### config.mk
export PLATFORM = sky130hd
export DESIGN_NAME = ones_count_arbiter
export DESIGN_NICKNAME = d
export VERILOG_FILES = /design/src/rtl/ones_count_arbiter.sv
export SDC_FILE = /design/constraint.sdc
export NUM_CORES = 1
export LEC_CHECK = 0
export CORE_AREA = 4 4 51 64
export DETAILED_ROUTE_END_ITERATION = 8
export DIE_AREA = 0 0 55 68
export DONT_BUFFER_PORTS = 1
export HOLD_SLACK_MARGIN = 0.12
export PLACE_DENSITY = 0.68
export SKIP_CTS_REPAIR_TIMING = 1
export SYNTH_ARGS = -nofsm -noshare
export SYNTH_HDL_FRONTEND = slang
export SYNTH_SLANG_ARGS = --single-unit
### constraint.sdc
create_clock -name CLK -period 2.45 [get_ports CLK]
set_clock_uncertainty 0.05 [all_clocks]
set_input_delay 0.245 -clock CLK [delete_from_list [all_inputs] [get_ports CLK]]
set_output_delay 0.245 -clock CLK [all_outputs]
set_load 0.005 [all_outputs]
### src/rtl/ones_count_arbiter.sv
// Round-robin arbiter that feeds one requester word at a time into a shared
// ones-counter engine and returns the count (or a timeout error) to that requester.
//
// state | meaning
// IDLE  | no service in progress; Req sampled, winner latched
// ISSUE | EngStart pulse, wait timer cleared
// WAIT  | waiting for EngDone or timeout
// RESP  | Ack to the served requester, Result/Err valid
module ones_count_arbiter #(
    parameter int bitInput = 8,
    parameter int bitcount = 4,
    parameter int NREQ     = 4,
    parameter int TIMEOUT  = 32
) (
    input  logic                     CLK,
    input  logic                     Reset,
    input  logic [NREQ-1:0]          Req,
    input  logic [NREQ*bitInput-1:0] DataIn,
    output logic [NREQ-1:0]          Grant,
    output logic [NREQ-1:0]          Ack,
    output logic [bitcount-1:0]      Result,
    output logic                     Err,
    output logic                     Busy,
    output logic                     EngStart,
    output logic [bitInput-1:0]      EngData,
    input  logic                     EngDone,
    input  logic [bitcount-1:0]      EngCount
);

    localparam int PW = (NREQ > 1) ? $clog2(NREQ) : 1;
    localparam int TW = (TIMEOUT > 1) ? $clog2(TIMEOUT) : 1;
    localparam logic [TW-1:0] TLAST   = TW'(TIMEOUT - 1);
    localparam logic [PW-1:0] PTR_RST = PW'(NREQ - 1);

    typedef enum logic [1:0] {
        IDLE  = 2'd0,
        ISSUE = 2'd1,
        WAIT  = 2'd2,
        RESP  = 2'd3
    } state_t;

    state_t              state;
    state_t              state_next;
    logic [PW-1:0]       ptr;
    logic [PW-1:0]       idx;
    logic [PW-1:0]       win;
    logic [PW-1:0]       cand;
    logic                win_found;
    logic [bitInput-1:0] word;
    logic [bitInput-1:0] word_sel;
    logic [TW-1:0]       timer;
    logic                timed_out;
    logic [NREQ-1:0]     idx_onehot;

    // Search starts just past the last served requester so it goes to the back of the line.
    always_comb begin
        win       = ptr;
        win_found = 1'b0;
        cand      = '0;
        for (int k = 1; k <= NREQ; k++) begin
            cand = PW'((int'(ptr) + k) % NREQ);
            if (!win_found && Req[cand]) begin
                win       = cand;
                win_found = 1'b1;
            end
        end
    end

    always_comb begin
        word_sel = '0;
        for (int i = 0; i < NREQ; i++) begin
            if (win == PW'(i)) begin
                word_sel = DataIn[i*bitInput +: bitInput];
            end
        end
    end

    always_comb begin
        idx_onehot = '0;
        for (int i = 0; i < NREQ; i++) begin
            idx_onehot[i] = (idx == PW'(i));
        end
    end

    always_ff @(posedge CLK) begin
        if (!Reset) begin
            state <= IDLE;
        end else begin
            state <= state_next;
        end
    end

    always_comb begin
        state_next = state;
        timed_out  = 1'b0;
        Busy       = 1'b0;
        EngStart   = 1'b0;
        Grant      = '0;
        Ack        = '0;
        EngData    = '0;
        case (state)
            IDLE: begin
                if (win_found) begin
                    state_next = ISSUE;
                end
            end
            ISSUE: begin
                Busy       = 1'b1;
                EngStart   = 1'b1;
                Grant      = idx_onehot;
                EngData    = word;
                state_next = WAIT;
            end
            WAIT: begin
                Busy    = 1'b1;
                Grant   = idx_onehot;
                EngData = word;
                // A completion landing on the last timer count wins over the timeout.
                if (EngDone) begin
                    state_next = RESP;
                end else if (timer == TLAST) begin
                    timed_out  = 1'b1;
                    state_next = RESP;
                end
            end
            RESP: begin
                Busy       = 1'b1;
                Grant      = idx_onehot;
                Ack        = idx_onehot;
                EngData    = word;
                state_next = IDLE;
            end
            default: state_next = IDLE;
        endcase
    end

    always_ff @(posedge CLK) begin
        if (!Reset) begin
            ptr    <= PTR_RST;
            idx    <= '0;
            word   <= '0;
            timer  <= '0;
            Result <= '0;
            Err    <= 1'b0;
        end else begin
            case (state)
                IDLE: begin
                    if (win_found) begin
                        idx  <= win;
                        word <= word_sel;
                    end
                end
                ISSUE: timer <= '0;
                WAIT: begin
                    if (EngDone) begin
                        Result <= EngCount;
                        Err    <= 1'b0;
                    end else if (timed_out) begin
                        Result <= '0;
                        Err    <= 1'b1;
                    end else begin
                        timer <= timer + 1'b1;
                    end
                end
                RESP: ptr <= idx;
                default: ;
            endcase
        end
    end

endmodule

# Word-level counts from Yosys, hierarchy flattened

Cells that the tools add are included.
Widths: inputs -> output; s select.

Equality and inequality tests: 14
Magnitude comparators: 4
$add $sub $neg: 5
Muxes and demuxes: 39
Reduce and logical (&&, ||, !) cells: 16

Operator list:

| operator            | number |
|---|---|
| $mux 8              | 5 |
| $mux 4              | 4 |
| $mux 1              | 15 |
| $mux 2              | 7 |
| $eq 2x2->1 const B  | 6 |
| $lt 2x3->1 const B  | 4 |
| $mux 5              | 2 |
| $pmux 5 s2          | 1 |
| $bmux 1 s2          | 4 |
| $pmux 2 s4          | 1 |
| $eq 2x1->1 const B  | 3 |
| $logic_not 2->1     | 3 |
| $ne 2x2->1 const B  | 3 |
| $reduce_and 2->1    | 3 |
| $add 5x1->5 const B | 1 |
| $eq 5x5->1 const B  | 1 |
| $add 2x1->2 const B | 2 |
| $add 2x2->2 const B | 2 |
| $reduce_bool 2->1   | 2 |
| $logic_and 1x1->1   | 3 |
| $logic_not 1->1     | 3 |
| $ne 3x3->1 const B  | 1 |
| $reduce_and 3->1    | 1 |
| $reduce_or 3->1     | 1 |

Output and inout bits: 23
Word-level logic and storage cells: 85
Input port bits: 43
Register bits after elaboration: 24

# Depth between registers and ports, before layout

Gate-level depths: netlist of run 1.

Depth after elaboration: 18
Mapped depth: 8
Gate-level depth less buffers: 8

# Least setup slack after synthesis of run 1

OpenSTA, ideal clock, no wires.

Path type: register -> register
Start point: register timer[0]
End point: register timer[3]
Data required time: 2,286 ps
Path buffers: 0
Period minus slack after synthesis: 1,764 ps
Path slack: 686 ps
Cell stages (with the launch flop): 8
Data arrival time: 1,600 ps
Setup time: 114 ps
Path through: dfxtp_1 > ha_1 > and3_1 > ha_1 > nor3b_1 > nand4_1 > xor2_1 > nor2_1

Word-level cells in the longest chain between the ends: 6
Elaborated cells between the ends (all ways): 10
Classes of those cells: add/sub: 1; eq/ne: 2; mux: 6; reduce/logical: 1

RTL lines:

| what                                                                | line | RTL |
|---|---|---|
| from (decl)                                                         | 51   | `logic [TW-1:0] timer;` |
| from (signal assigned)                                              | 162  | `timer <= timer + 1'b1;` |
| parallel branches: the longest is 6 deep, another holds $add 5x1->5 | n/a  |  |

Parallel ways; which one is timed is not known. The select of a mux whose other input is x is not followed.
A chain may end at the register's enable or synchronous reset.

# Worst setup path in the final report of run 1

Start point: register ptr[0]
End point: register word[4]

Word-level cells in the longest chain between the ends: 18
Elaborated cells between the ends (all ways): 35
Classes of those cells: add/sub: 4; eq/ne: 3; mux: 20; reduce/logical: 8

RTL lines:

| what                         | line | RTL |
|---|---|---|
| from (decl)                  | 44   | `logic [PW-1:0] ptr;` |
| from (signal assigned)       | 165  | `RESP: ptr <= idx;` |
| $add 2x1->2                  | 61   | `cand = PW'((int'(ptr) + k) % NREQ);` |
| $bmux 1 s2                   | 62   | `if (!win_found && Req[cand]) begin` |
| $mux 1 (implied by the code) | 62   |  |
| $mux 1                       | 62   |  |
| $logic_not 1->1              | 62   |  |
| $logic_and 1x1->1            | 62   |  |
| $mux 1                       | 62   |  |
| $logic_not 1->1              | 62   |  |
| $logic_and 1x1->1            | 62   |  |
| $mux 1                       | 62   |  |
| $logic_not 1->1              | 62   |  |
| $logic_and 1x1->1            | 62   |  |
| $mux 2                       | 62   |  |
| $logic_not 2->1              | 72   | `if (win == PW'(i)) begin` |
| $mux 8 (4 in series)         | 72   |  |
| to (signal assigned)         | 150  | `word <= word_sel;` |
| to (decl)                    | 49   | `logic [bitInput-1:0] word;` |

Parallel ways exist; a longest one is shown, timed or not. The select of a mux whose other input is x is not followed.

==> impl_metrics.json, run 1 <==
{
  "placed_cell_area_um2": 1420,
  "leakage_nw": 0.673,
  "synthCells": 160,
  "antenna_left": 0,
  "timing.final.hold_violations": 0,
  "endpoint": "word[4]",
  "fin_cells": 202,
  "start_kind": "register",
  "wl_met1_um": 1410,
  "crit_path_top_delay_cell": "dlygate4sd3_1",
  "dr.max_layer_used": "met4",
  "cts.clk_slew.worst_paths_ns": 0.15,
  "tightest_slew_ns": 0.773,
  "hold_ws_ns": 0.103,
  "drv_cap": 0,
  "rr_worst_depth": 7,
  "maxSlewViolCount": 0,
  "yosys-top-cells-area": "dfxtp_1, mux2i_1, nor2b_1",
  "reg2reg_to": "word[4]",
  "crit_chain": "nor2b_1 -> a21o_1 -> a221oi_2 -> buf_4 -> mux2i_1 -> dlygate4sd3_1 -> a221oi_1",
  "die_x_um": 55,
  "postSynth.asyncResetShare_pct": 0,
  "gp_congestion": 0.728,
  "tns_ns": 0,
  "route.met2.wl_um": 1830,
  "fin_crit_ns": 2.22,
  "end_kind": "register",
  "slowest_delay_ns": 0.56,
  "vias_per_cell": 6.04,
  "cts_tree": "yes",
  "synth_nets": 210,
  "grt_max_degree": 26,
  "post-route-period-util_pct": 90.6,
  "grt_pass1_wl_um": 5110,
  "drive_gt1_share_pct": 5.36,
  "placed_cells": 186,
  "area_growth_pct": 11.6,
  "cts_buffer_depth": 2,
  "ioPinCount": 66,
  "met3WireLength_um": 210,
  "hpwl_um": 2510,
  "most-common-layout-cells": "dfxtp_1, mux2i_1, nor2b_1, o21ai_0, dlygate4sd3_1",
  "wl_per_cell_um": 17.2,
  "io_buffer_count": 0,
  "synth_top_area_share_pct": 33.7,
  "antenna_found_initial": 0,
  "synth.distinct_cells": 32,
  "crit_fanout": 17,
  "grt_pass1_vias": 1187,
  "p_per_area_nw_per_um2": 936,
  "drt_first_pass_iters": 4,
  "regArea_um2": 480,
  "cp.arrival_ns": 2.41,
  "drt_iter0_drc": 24,
  "dieHeight_um": 68,
  "crit_type": "register to register",
  "numCtsBuffers": 3,
  "fin_nets": 219,
  "synth_edf_count": 0,
  "clock_sinks": 24,
  "fillers": 236,
  "num_rows": 21,
  "insertion_delay_ns": 0.32,
  "root_buffer": "clkbuf_4",
  "cts_max_level": 1,
  "synthesis.area_um2": 1420,
  "initial_core_util_pct": 53.7,
  "setup_violations": 0,
  "slew_headroom_pct": 48.3,
  "grt_overflow": 0,
  "ir_drop_uv": 540,
  "dieArea_um2": 3740,
  "num_antenna_cells": 0,
  "yosys_most_used_dff": "dfxtp_1",
  "outcome": "finished, final reports clean",
  "crit_required_ns": 2.64,
  "coreArea_um2": 2650,
  "num_vias": 1221,
  "syn_avg_cell_area_um2": 8.90,
  "rsz0062_at_grt": "false",
  "max_freq_mhz": 451,
  "r2r_slack_ns": 0.23,
  "synth_warnings": 0,
  "hold_class": "input pin to register",
  "regToRegStartpoint": "ptr[0]",
  "ys_seq_elements": 24,
  "mostFrequentLayoutCell": "dfxtp_1",
  "multi_input_area_um2": 871,
  "fin_area_um2": 1590,
  "wl_um": 3480,
  "drc": 0,
  "globalRouteTotalUtil_pct": 18.3,
  "yosysTopAreaCell": "dfxtp_1",
  "ys_seq_area_share_pct": 33.7,
  "finalPower_w": 0.00149,
  "cp-startpoint": "ptr[0]"
}
layer usage:
metal | vias to the layer above | global-route usage (%)
met5 | - | 0
met4 | 0 | 9.42
met3 | 4 | 3.49
met2 | 41 | 30.3
met1 | 583 | 21.8
li1 | 593 | -
worst max-delay path, delay by kind of cell (launching register included):
kind	cells	cell delay, ns
AOI/OAI and AO/OA	3	0.62
DFF	1	0.41
and+or+nand+nor	1	0.08
buffers and inverters	2	0.88
muxes	1	0.11
registers in the layout, summed over array words and instances (netlist names):
signal and flops:
Err 1, Result 4, idx 2, ptr 2
state 2, timer 5, word 8
kinds of logic (layout without fill, tap and decap cells):
kind of cell,count (synthesis),count (layout),synth area share (%)
AO/OA/AOI/OAI,37,37,19.0
XOR/XNOR,2,2,1.23
adder cells (fa/ha/maj),7,7,6.15
buffers and inverters,13,21,5.10
flip-flops,24,24,33.7
multiplexers,17,17,12.0
AND/OR/NAND/NOR,60,60,22.8
cells in the mapped netlist, types with 2 or more instances:
cell type,n
a21boi_0,2
a21oi_1,4
a221oi_1,6
a221oi_2,2
a32oi_1,4
and3_1,3
clkbuf_1,7
dfxtp_1,24
ha_1,7
inv_1,4
mux2i_1,17
nand2_1,10
nand2b_1,3
nand3_1,7
nor2_1,11
nor2b_1,15
nor3b_1,4
o211a_1,2
o21ai_0,13
or2b_2,2
xor2_1,2
through the flow:
step	util (%)	worst slack [ns]
CTS	55.4	0.339
detailed placement	53.4	0.364
finish	59.9	0.231
floorplan	-	0.686
global placement	53.4	0.540
global route	59.9	0.109
area by class of cell:
class | count | area share (%)
Timing Repair Buffer | 13 | 8.03
Clock inverter | 1 | 1.89
Clock buffer | 3 | 1.42
Inverter | 4 | 0.945
Tap cell | 34 | 2.68
Multi-Input combinational cell | 123 | 54.8
Sequential cell | 24 | 30.2
worst min path at each step:
stage / from / end / slack (ns) / cells past startpoint
floorplan: Reset / word[0] / 0.34 / 2
global placement: Reset / ptr[0] / 0.26 / 1
detailed placement: Reset / ptr[0] / 0.27 / 1
CTS: Reset / ptr[0] / -0.07 / 1
global route: DataIn[31] / word[7] / 0.11 / 2
finish: DataIn[26] / word[2] / 0.10 / 2
where the power goes:
group          internal [W]  switching [W]  total (W)
clock              0.000165       0.000124   0.000289
combinational      0.000252       0.000371   0.000623
sequential         0.000493      0.0000824   0.000575
total              0.000910       0.000577    0.00149
Note: power is estimated with default switching activity, not from simulation.
==> run 2, diff against run 1 <==
- ABC_AREA: unset -> 1
- CORE_AREA: 4 4 51 64 -> 4 4 55 70
- CTS_CLUSTER_SIZE: unset -> 14
- DIE_AREA: 0 0 55 68 -> 0 0 59 74
==> impl_metrics.json, run 2 <==
{
  "outcome": "finished, final reports clean",
  "die_x_um": 59,
  "tightest_slew_ns": 0.507,
  "setup_violations": 0,
  "cts.clk_slew.worst_paths_ns": 0.09,
  "ys_seq_area_share_pct": 28.2,
  "place_ws_ns": 0.256,
  "fin_cells": 301,
  "num_rows": 23,
  "grt_pass1_vias": 1498,
  "synth_common_cells": "nand2_1, nand3_1, inv_1, nor2_1, dfxtp_1",
  "num_antenna_cells": 0,
  "clock_sinks": 24,
  "ioPinCount": 66,
  "p_per_area_nw_per_um2": 1200,
  "wl_per_cell_um": 12.9,
  "end_kind": "register",
  "antenna_left": 0,
  "cts_buffer_depth": 2,
  "globalRouteTotalUtil_pct": 18.6,
  "max_freq_mhz": 484,
  "synth_warnings": 0,
  "antenna_found_initial": 0,
  "crit_fanout": 11,
  "cts_tree": "yes",
  "crit_type": "register to register",
  "synth_most_common_cell": "nand2_1",
  "drt_first_pass_iters": 4,
  "coreArea_um2": 3170,
  "vias_per_cell": 5.30,
  "numCtsBuffers": 3,
  "drv_cap": 0,
  "yosys_most_used_dff": "dfxtp_1",
  "syn_avg_cell_area_um2": 6.48,
  "yosysTopAreaCell": "dfxtp_1",
  "grt_overflow": 0,
  "dieArea_um2": 4370,
  "gp_congestion": 0.801,
  "rsz0062_at_grt": "false",
  "largest_reg_flops": 8,
  "synth_nets": 313,
  "finalPower_w": 0.00216,
  "fin_nets": 315,
  "placed_cells": 292,
  "hold_ws_ns": 0.147,
  "initial_core_util_pct": 53.9,
  "crit_required_ns": 2.61,
  "timing.final.hold_violations": 0,
  "fin_crit_ns": 2.06,
  "cp.arrival_ns": 2.23,
  "yosys-top-cells-area": "dfxtp_1, nand2_1, nand3_1",
  "drc": 0,
  "dieHeight_um": 74,
  "area_growth_pct": 5.58,
  "synth_edf_count": 0,
  "fillers": 324,
  "synth_top_area_share_pct": 28.2,
  "mostFrequentLayoutCell": "nand2_1",
  "grt_max_degree": 21,
  "crit_path_top_delay_cell": "dfxtp_1",
  "ys_seq_elements": 24,
  "drive_gt1_share_pct": 9.85,
  "post-route-period-util_pct": 84.3,
  "crit_chain": "inv_2 -> nand2_1 -> nand2_2 -> nand2_4 -> nand2_4 -> nor2_4 -> nand3_1 -> nand2_2 -> inv_2 -> nor2_4 -> nand2_1 -> nand3_1 -> nor2_1 -> nor2_1",
  "synthCells": 263,
  "root_buffer": "clkbuf_8",
  "io_buffer_count": 0,
  "critPathBufInv": 2,
  "tns_ns": 0,
  "setup_slack_ns": 0.385,
  "slew_headroom_pct": 66.2,
  "regMostFlops": "word",
  "most-common-layout-cells": "nand2_1, nand3_1, inv_1, nor2_1, dfxtp_1",
  "slowest_delay_ns": 0.44,
  "ir_drop_uv": 1000,
  "num_vias": 1595,
  "hold_class": "input pin to register",
  "wl_um": 3870,
  "path_delay_family": "simple AND/OR/NAND/NOR gates",
  "hpwl_um": 3040,
  "maxSlewViolCount": 0,
  "drt_iter0_drc": 62,
  "leakage_nw": 0.804,
  "synth.distinct_cells": 30,
  "postSynth.asyncResetShare_pct": 0,
  "synthesis.area_um2": 1710,
  "start_kind": "register",
  "top_regs": "word (8), timer (5), Result (4)",
  "insertion_delay_ns": 0.27,
  "cts_max_level": 1,
  "grt_pass1_wl_um": 6490
}
-- run 2: cell count changes after synthesis, moves of 15 or more --
cell / before / now
nand3_1: 7 / 33
nor2b_1: 15 / 0
nand2_1: 10 / 66
inv_1: 4 / 29
mux2i_1: 17 / 0
nor2_1: 11 / 28
-- run 2: kinds of logic after synthesis --
family	synth area share, %
compound gates	10.3
fa+ha+maj	5.14
flops	28.2
buf+inv	12.0
simple gates	44.4
-- run 2: layer usage --
metal	share of wire, %	vias to the layer above	global-route usage (%)
met5	0	-	0
li1	-	849	-
met1	44	697	23.8
met3	6.0	4	1.56
met2	48	45	31.6
met4	1.6	0	8.31
-- run 2: path summary, 6_finish.rpt --
path | start | end | slack [ns] | cells after the start
min reg2reg | timer[4] | timer[4] | 0.43 | 2
min | DataIn[5] | word[5] | 0.15 | 4
max reg2reg | ptr[1] | word[2] | 0.39 | 14
max | ptr[1] | word[2] | 0.39 | 14
-- run 2: worst min-delay path, delay by kind of cell --
family           cells  cell delay, ns
and+or+nand+nor      4            0.18
-- run 2: layout make-up --
class / instances / area [µm²] / share of cell area, %
repair buffers: 5 / 50.0 / 2.78
clock inverters: 1 / 30.0 / 1.67
inverters: 33 / 130 / 7.23
clock buffers: 3 / 41.3 / 2.29
multi-input cells: 198 / 1020 / 56.7
well taps: 37 / 46.3 / 2.57
flip-flops and latches: 24 / 482 / 26.8
-- run 2: power breakdown --
| part | switching [W] | internal, W | leakage (nW) |
|---|---|---|---|
| combinational | 0.000846 | 0.000390 | 0.572 |
| sequential | 0.0000856 | 0.000491 | 0.197 |
| clock | 0.000129 | 0.000218 | 0.0357 |
-- run 2: stage by stage --
| stage | instance area (µm²) | util [%] |
|---|---|---|
| floorplan | 1710 | - |
| global placement | 1680 | 53.0 |
| detailed placement | 1680 | 53.0 |
| CTS | 1750 | 55.3 |
| global route | 1800 | 56.9 |
| finish | 1800 | 56.9 |
